==> config.mk <==
export PLATFORM = sky130hd
export DESIGN_NAME = t05_cb_walker
export DESIGN_NICKNAME = d
export VERILOG_FILES = /design/src/rtl/t05_cb_walker.sv
export SDC_FILE = /design/constraint.sdc
export NUM_CORES = 1
export LEC_CHECK = 0
export CAP_MARGIN = 20
export CELL_PAD_IN_SITES_DETAIL_PLACEMENT = 1
export CELL_PAD_IN_SITES_GLOBAL_PLACEMENT = 1
export CORE_MARGIN = 2
export CORE_UTILIZATION = 46
export DETAILED_ROUTE_END_ITERATION = 7
export PLACE_DENSITY_LB_ADDON = 0.1
export SKIP_LAST_GASP = 1
export SYNTH_ARGS = -nofsm -noshare
export SYNTH_HDL_FRONTEND = slang
export SYNTH_SLANG_ARGS = --single-unit
==> constraint.sdc <==
create_clock -name clk -period 7.1 [get_ports clk]
set_clock_uncertainty 0.15 [all_clocks]
set_input_delay 0.71 -clock clk [delete_from_list [all_inputs] [get_ports clk]]
set_output_delay 0.71 -clock clk [all_outputs]
set_load 0.02 [all_outputs]
==> src/rtl/t05_cb_walker.sv <==
// Huffman codebook walker: depth-first, left-first walk of the built tree,
// emitting one {char, code, len} codeword per character leaf.
module t05_cb_walker #(
    parameter int CODE_W = 16,
    parameter int LEN_W  = $clog2(CODE_W + 1)
) (
    input  logic              clk,
    input  logic              rst,
    input  logic              CB_en,
    input  logic [6:0]        root_idx,
    output logic              rd_req,
    output logic [6:0]        rd_addr,
    input  logic [70:0]       rd_data,
    input  logic              rd_valid,
    output logic              cw_valid,
    input  logic              cw_ready,
    output logic [7:0]        cw_char,
    output logic [CODE_W-1:0] cw_code,
    output logic [LEN_W-1:0]  cw_len,
    output logic              CB_finished,
    output logic              ERROR,
    output logic [2:0]        state_reg
);
    localparam int SP_W = (CODE_W > 1) ? $clog2(CODE_W) : 1;
    localparam logic [8:0] CHILD_NULL = 9'h180;

    typedef enum logic [2:0] {
        IDLE  = 3'd0,
        FETCH = 3'd1,
        EXAM  = 3'd2,
        EMIT  = 3'd3,
        ADV   = 3'd4,
        DONE  = 3'd5,
        ERR   = 3'd6
    } state_t;

    state_t            state, state_nxt;
    logic [SP_W-1:0]   sp;
    logic [6:0]        stack_idx [CODE_W];
    logic [CODE_W-1:0] side;
    logic              returning;
    logic [17:0]       node_kids;
    logic [8:0]        child;
    logic              child_null, child_leaf;
    logic [CODE_W-1:0] code_nxt;
    logic [6:0]        fetch_addr_nxt;
    logic              unused_sum;

    // Only the two child pointers are needed once the index has been checked.
    assign unused_sum = ^rd_data[45:0];
    assign state_reg  = state;

    always_comb begin
        child      = side[sp] ? node_kids[8:0] : node_kids[17:9];
        child_null = (child == CHILD_NULL);
        child_leaf = ~child[8];
        // Shift in side[0] first so the root decision lands at bit len-1.
        code_nxt = '0;
        for (int i = 0; i < CODE_W; i++) begin
            if (i <= int'(sp)) code_nxt = {code_nxt[CODE_W-2:0], side[i]};
        end
    end

    always_comb begin
        state_nxt      = state;
        fetch_addr_nxt = rd_addr;
        case (state)
            IDLE: if (CB_en) begin
                state_nxt      = FETCH;
                fetch_addr_nxt = root_idx;
            end
            FETCH: if (rd_valid) begin
                if (rd_data[70:64] != rd_addr) state_nxt = ERR;
                else if (returning)            state_nxt = ADV;
                else                           state_nxt = EXAM;
            end
            EXAM: begin
                if (child_null)                   state_nxt = ADV;
                else if (child_leaf)              state_nxt = EMIT;
                else if (int'(sp) + 2 > CODE_W)   state_nxt = ERR;
                else begin
                    state_nxt      = FETCH;
                    fetch_addr_nxt = child[6:0];
                end
            end
            EMIT: if (cw_ready) state_nxt = ADV;
            ADV: begin
                if (!side[sp])    state_nxt = EXAM;
                else if (sp == '0) state_nxt = DONE;
                else begin
                    state_nxt      = FETCH;
                    fetch_addr_nxt = stack_idx[sp - SP_W'(1)];
                end
            end
            DONE:    if (!CB_en) state_nxt = IDLE;
            ERR:     state_nxt = ERR;
            default: state_nxt = IDLE;
        endcase
    end

    always_ff @(posedge clk) begin
        if (rst) begin
            state       <= IDLE;
            sp          <= '0;
            side        <= '0;
            returning   <= 1'b0;
            node_kids   <= '0;
            for (int i = 0; i < CODE_W; i++) stack_idx[i] <= '0;
            rd_req      <= 1'b0;
            rd_addr     <= '0;
            cw_valid    <= 1'b0;
            cw_char     <= '0;
            cw_code     <= '0;
            cw_len      <= '0;
            CB_finished <= 1'b0;
            ERROR       <= 1'b0;
        end else begin
            state       <= state_nxt;
            rd_req      <= (state_nxt == FETCH);
            rd_addr     <= fetch_addr_nxt;
            cw_valid    <= (state_nxt == EMIT);
            CB_finished <= (state_nxt == DONE);
            ERROR       <= (state_nxt == ERR);
            case (state)
                IDLE: if (CB_en) begin
                    stack_idx[0] <= root_idx;
                    side[0]      <= 1'b0;
                    sp           <= '0;
                    returning    <= 1'b0;
                end
                FETCH: if (rd_valid) begin
                    node_kids <= rd_data[63:46];
                    returning <= 1'b0;
                end
                EXAM: begin
                    if (state_nxt == EMIT) begin
                        cw_char <= child[7:0];
                        cw_code <= code_nxt;
                        cw_len  <= LEN_W'(int'(sp) + 1);
                    end else if (state_nxt == FETCH) begin
                        sp                         <= sp + SP_W'(1);
                        stack_idx[sp + SP_W'(1)]   <= child[6:0];
                        side[sp + SP_W'(1)]        <= 1'b0;
                    end
                end
                ADV: begin
                    if (!side[sp]) side[sp] <= 1'b1;
                    else if (state_nxt == FETCH) begin
                        sp        <= sp - SP_W'(1);
                        returning <= 1'b1;
                    end
                end
                default: ;
            endcase
        end
    end
endmodule

* After elaboration in Yosys (flattened, before gate mapping)
Memory sizes are Yosys's and may differ from the RTL's.
Cells that the tools add are included.
** Cells by class
- $add $sub $neg :: 4
- Eq/ne operators :: 23
- Bitwise operators :: 4
- $lt $le $gt $ge :: 20
- Reduce and logical (&&, ||, !) cells :: 15
- Multiplexer cells :: 72
** Operators by type and width (number)
- 16-bit two-way mux :: 17
- 7-bit two-way mux :: 8
- 3-bit two-way mux :: 11
- 4-bit <= comparator, first input constant :: 8
- 15-bit one-hot mux with 2 select lines :: 1
- 4-bit two-way mux :: 6
- 2-bit inequality test, second input constant :: 11
- 3-bit one-hot mux with 7 select lines :: 1
- 7-bit one-hot mux with 3 select lines :: 1
- 1-bit two-way mux :: 19
- 16-bit bitwise AND :: 1
- 3-bit by 4-bit <= comparator with 1-bit output, first input constant :: 4
- 16-bit NOT :: 1
- 16-bit OR :: 1
- 3-bit == test, second input constant :: 5
- 4-bit one-hot mux with 3 select lines :: 1
- 4-bit by 5-bit < comparator with 1-bit output, second input constant :: 2
- 5-bit AND reduction :: 2
- 3-bit by 2-bit == test with 1-bit output, second input constant :: 3
- 9-bit == test, second input constant :: 1
- 9-bit two-way mux :: 1
- 1-bit demux with 4-bit select :: 2
- 4-bit by 1-bit >= comparator with 1-bit output, second input constant :: 2
- 2-bit by 4-bit <= comparator with 1-bit output, first input constant :: 2
- other kinds (22) :: 27
** Word-level totals
- Memories kept :: 1
- Input port bits :: 83
- Memory bits (writable) :: 112
- Output and inout port bits :: 43
- Logic and storage cells :: 153
- Register bits after elaboration :: 82
** Memory list
- stack_idx :: words 16, bits a word 7, read ports 1, clocked after Yosys merged registers in 0, write ports 16, line 39 : logic [6:0] stack_idx [CODE_W];

* Depth between registers and ports, before layout
- Word-level depth :: 16
- Depth in mapped cells :: 15
- Mapped depth without buffers :: 11

* Worst setup path after synthesis
Ideal clock, no wire load.
- Path kind :: register to register
- Start :: register sp[0]
- End :: memory stack_idx[6][0], enable pin
- Setup time :: 0.333 ns
- Cell stages (with the launch flop) :: 13
- Data required time :: 6.617 ns
- Period minus slack after synthesis :: 4.056 ns
- Arrival time :: 3.573 ns
- Buffers on the path :: 3
- Path slack :: 3.044 ns
- Cell sequence :: dfxtp_1 > buf_4 > buf_2 > buf_1 > inv_1 > ha_1 > and3_1 > a221oi_1 > nor4bb_1 > nand4_2 > nor3_1 > nand2_1 > nand2b_1
** RTL lines
- start: declaration :: line 38 : logic [SP_W-1:0] sp;
- start signal: assignment :: line 141 : sp <= sp + SP_W'(1);
- start signal: assignment :: line 149 : sp <= sp - SP_W'(1);
- end: declaration :: line 39

==> impl_metrics.csv <==
group,metric,value,unit
die,die_x,154.1,um
sta,worst_slew_pin_slew,1.025,ns
synthesis,synthDistinctLibCells,73,
sta,max-slew-margin-rel,31.64,%
place,gp_congestion,0.9257,
synthesis,avgSynthCellArea,9.707,um2
die,core_area,21960,um2
clocking,numClockSinks,194,
grt,grt.overflow.total,0,
clocking,cts_buffer_depth,2,
grt,grt_max_degree,69,
clocking,cts_resized,0,
pwr,clkPwrFrac,31.9,%
critical_path,cp_slowest_stage_delay,0.75,ns
sta,fin_crit_sh,78.65,%
synthesis,synthCells,1068,
synthesis,synth_ff_type,"edfxtp_1",
synthesis,synth_commonest_cells,"nor2_1, nand2_1, edfxtp_1",
place,dp_hpwl,24230,um
sta,fin_setup_tns,0,ns
die,start_util,47.21,%
pwr,peakVddDrop,0.1566,mV
layout,largestRegisters,"stack_idx x112, node_kids x18",
die,ioPinCount,126,
drt,dr.pass1.iters,5,
layout,largest_reg_flops,112,
clocking,worstSkewPairLatency,0.45,ns
pwr,switchingPower,0.001068,W
layout,final_nets,1204,
pwr,p_int,0.002075,W
synthesis,ys_ff_latch,194,
pwr,leakagePower,3.902,nW
synthesis,yosysSeqAreaShare,48.27,%
die,die_y,154.1,um
synthesis,synth_fp_nets,1158,
drt,ant_nets,0,
critical_path,crit_path_end_kind,"flop",
run,cap_violations,0,
grt,grt_pass1_vias,9157,
die,rows,54,
layout,seq_area,5006,um2
grt,antenna_found_initial,0,
synthesis,async_reset_ff_share,0,%
grt,track_usage,29.84,%
outcome,status,"complete, no violations",
layout,final_cell_count_no_fill,1407,
drt,drtIter0Drc,871,
clocking,cts_buffers,17,
drt,wl,34360,um
grt,grt_pass1_wl,54350,um
layout,diodes,0,
layout,multi_input_area,5019,um2
die,dieArea,23750,um2
drt,via_count,8988,
critical_path,cpLargestDelayFamily,"simple AND/OR/NAND/NOR gates",
drt,drc,0,
sta,min_period,5.584,ns
synthesis,synth_top_area_cell,"edfxtp_1",
clocking,cts-htree-levels,4,
synthesis,yosys.area.top_type_share,32.44,%
pwr,finalPower,0.003143,W
pwr,p_per_area,261.6,nW/um2
pwr,seq_power_share,42.8,%
synthesis,ys_warn_count,0,
place,dp_cells,1375,
synthesis,synth.most_common_cell,"nor2_1",
hold_path,hp-class,"reg -> reg",
clocking,post_cts_buffers,0,
layout,top_register,"stack_idx",
pwr,power_frac_comb,25.4,%
sta,maxSlewViolCount,0,
drt,wire_per_inst,24.42,um
synthesis,syn_area,10370,um2
sta,finalHoldViolations,0,
place,port_buffers,79,
sta,finalSetupViolCount,0,
synthesis,synth_area_leaders,"edfxtp_1, dfxtp_1, mux4_2",
critical_path,cpMostUsedCell,"mux4_2",
critical_path,slowest_stage,"mux4_2",
layout,nFillCells,2464,
layout,drive_gt1_share,11.00,%
synthesis,synth_edf_count,112,
clocking,cts_root_buf,"clkbuf_16",
critical_path,cp_data_arrival_time,5.51,ns
drt,viasPerCell,6.388,
sta,rsz0062_at_grt,"no",
critical_path,crit_buf_inv,1,
clocking,postCtsHoldBufs,0,
critical_path,cp_max_fo,18,
critical_path,cp_data_required_time,7.03,ns
clocking,cts_tree,"done",
clocking,clk_pin_slew,0.08,ns
critical_path,start_kind,"flop",
pwr,p_sw_share,33.99,%
critical_path,worstSetupPathType,"reg -> reg",
critical_path,crit_chain,"buf_4 > mux4_2 > mux4_2 > mux2i_1 > o31ai_1 > nand4_2 > nor3_1 > nand2_1 > nand2b_1",
layout,area_growth,15.92,%
sta,fmax,179.1,MHz
[final timing paths]
check,startpoint,endpoint,cells past startpoint,slack (ns)
hold / removal,cw_code[6],cw_code[6],2,0.31
setup / recovery,sp[0],stack_idx[2][5],9,1.52
setup reg to reg,sp[0],stack_idx[2][5],9,1.52
hold reg to reg,cw_code[6],cw_code[6],2,0.31
[per-stage QoR]
step / setup WS (ns) / hold slack, ns / utilization, % / instance area, um2
2_1_floorplan: 3.044 / 0.2983 / - / 10370
3_3_place_gp: 2.009 / 0.2894 / 51.90 / 11400
3_5_place_dp: 1.859 / 0.2961 / 51.90 / 11400
4_1_cts: 1.596 / 0.3146 / 54.73 / 12020
5_1_grt: 1.464 / 0.3344 / 54.73 / 12020
6_report: 1.516 / 0.3112 / 54.73 / 12020
[cell families after synthesis]
family,synth area share (%)
simple gates,19.64
mux,10.86
xor+xnor,1.098
buf+inv,3.597
fa+ha+maj,0.8448
compound gates,15.69
flops,48.27
[routing by layer]
| metal | part of all wire [%] | vias up | global-route usage, % | wire length (um) |
|---|---|---|---|---|
| met1 | 42 | 4478 | 40.40 | 14300 |
| met3 | 6.9 | 64 | 5.073 | 2374 |
| met2 | 49 | 414 | 49.60 | 16840 |
| met5 | 0 | - | 0 | 0 |
| li1 | - | 4032 | - | - |
| met4 | 2.5 | 0 | 8.634 | 854 |
[power by group through the flow]
stage               combinational [W]  clock [W]  sequential [W]
global route                 0.000856    0.00105         0.00136
CTS                          0.000794    0.00101         0.00134
floorplan                    0.000474          0         0.00137
finish                       0.000797    0.00100         0.00134
global placement             0.000767          0         0.00136
detailed placement           0.000784          0         0.00137
[area by class of cell]
class / instances / area share (%)
Inverter: 15 / 0.4685
Sequential cell: 194 / 41.66
Tap cell: 280 / 2.915
Timing Repair Buffer: 103 / 8.037
Clock inverter: 13 / 1.385
Multi-Input combinational cell: 783 / 41.76
Clock buffer: 19 / 3.779
[layout by cell type, fill, tap and decap left out, types with 8 or more instances in the layout]
master	synthesis	routed
o21ai_0	39	39
clkbuf_16	0	18
a211oi_1	23	23
dfxtp_1	82	81
inv_1	13	13
mux2i_1	18	12
nor3_1	24	24
clkdlybuf4s50_1	0	78
buf_4	1	24
a221oi_1	10	10
a21oi_1	65	65
o22ai_1	9	9
nand3_1	19	19
nand2_1	125	125
edfxtp_1	112	112
nand4_1	8	8
nor2b_1	9	9
o211ai_1	10	10
xnor2_1	12	12
nand2b_1	23	23
nor2_1	209	209
and2_1	9	9
a31oi_1	13	13
o31ai_1	9	9
mux4_2	40	40
[worst reg2reg max path, cell delays in order, from the launching register on]
cell,delay [ns]
dfxtp_2,0.68
buf_4,0.41
mux4_2,0.63
mux4_2,0.75
mux2i_1,0.26
o31ai_1,0.40
nand4_2,0.29
nor3_1,0.72
nand2_1,0.38
nand2b_1,0.56
Power figures use the tool's default switching activity.
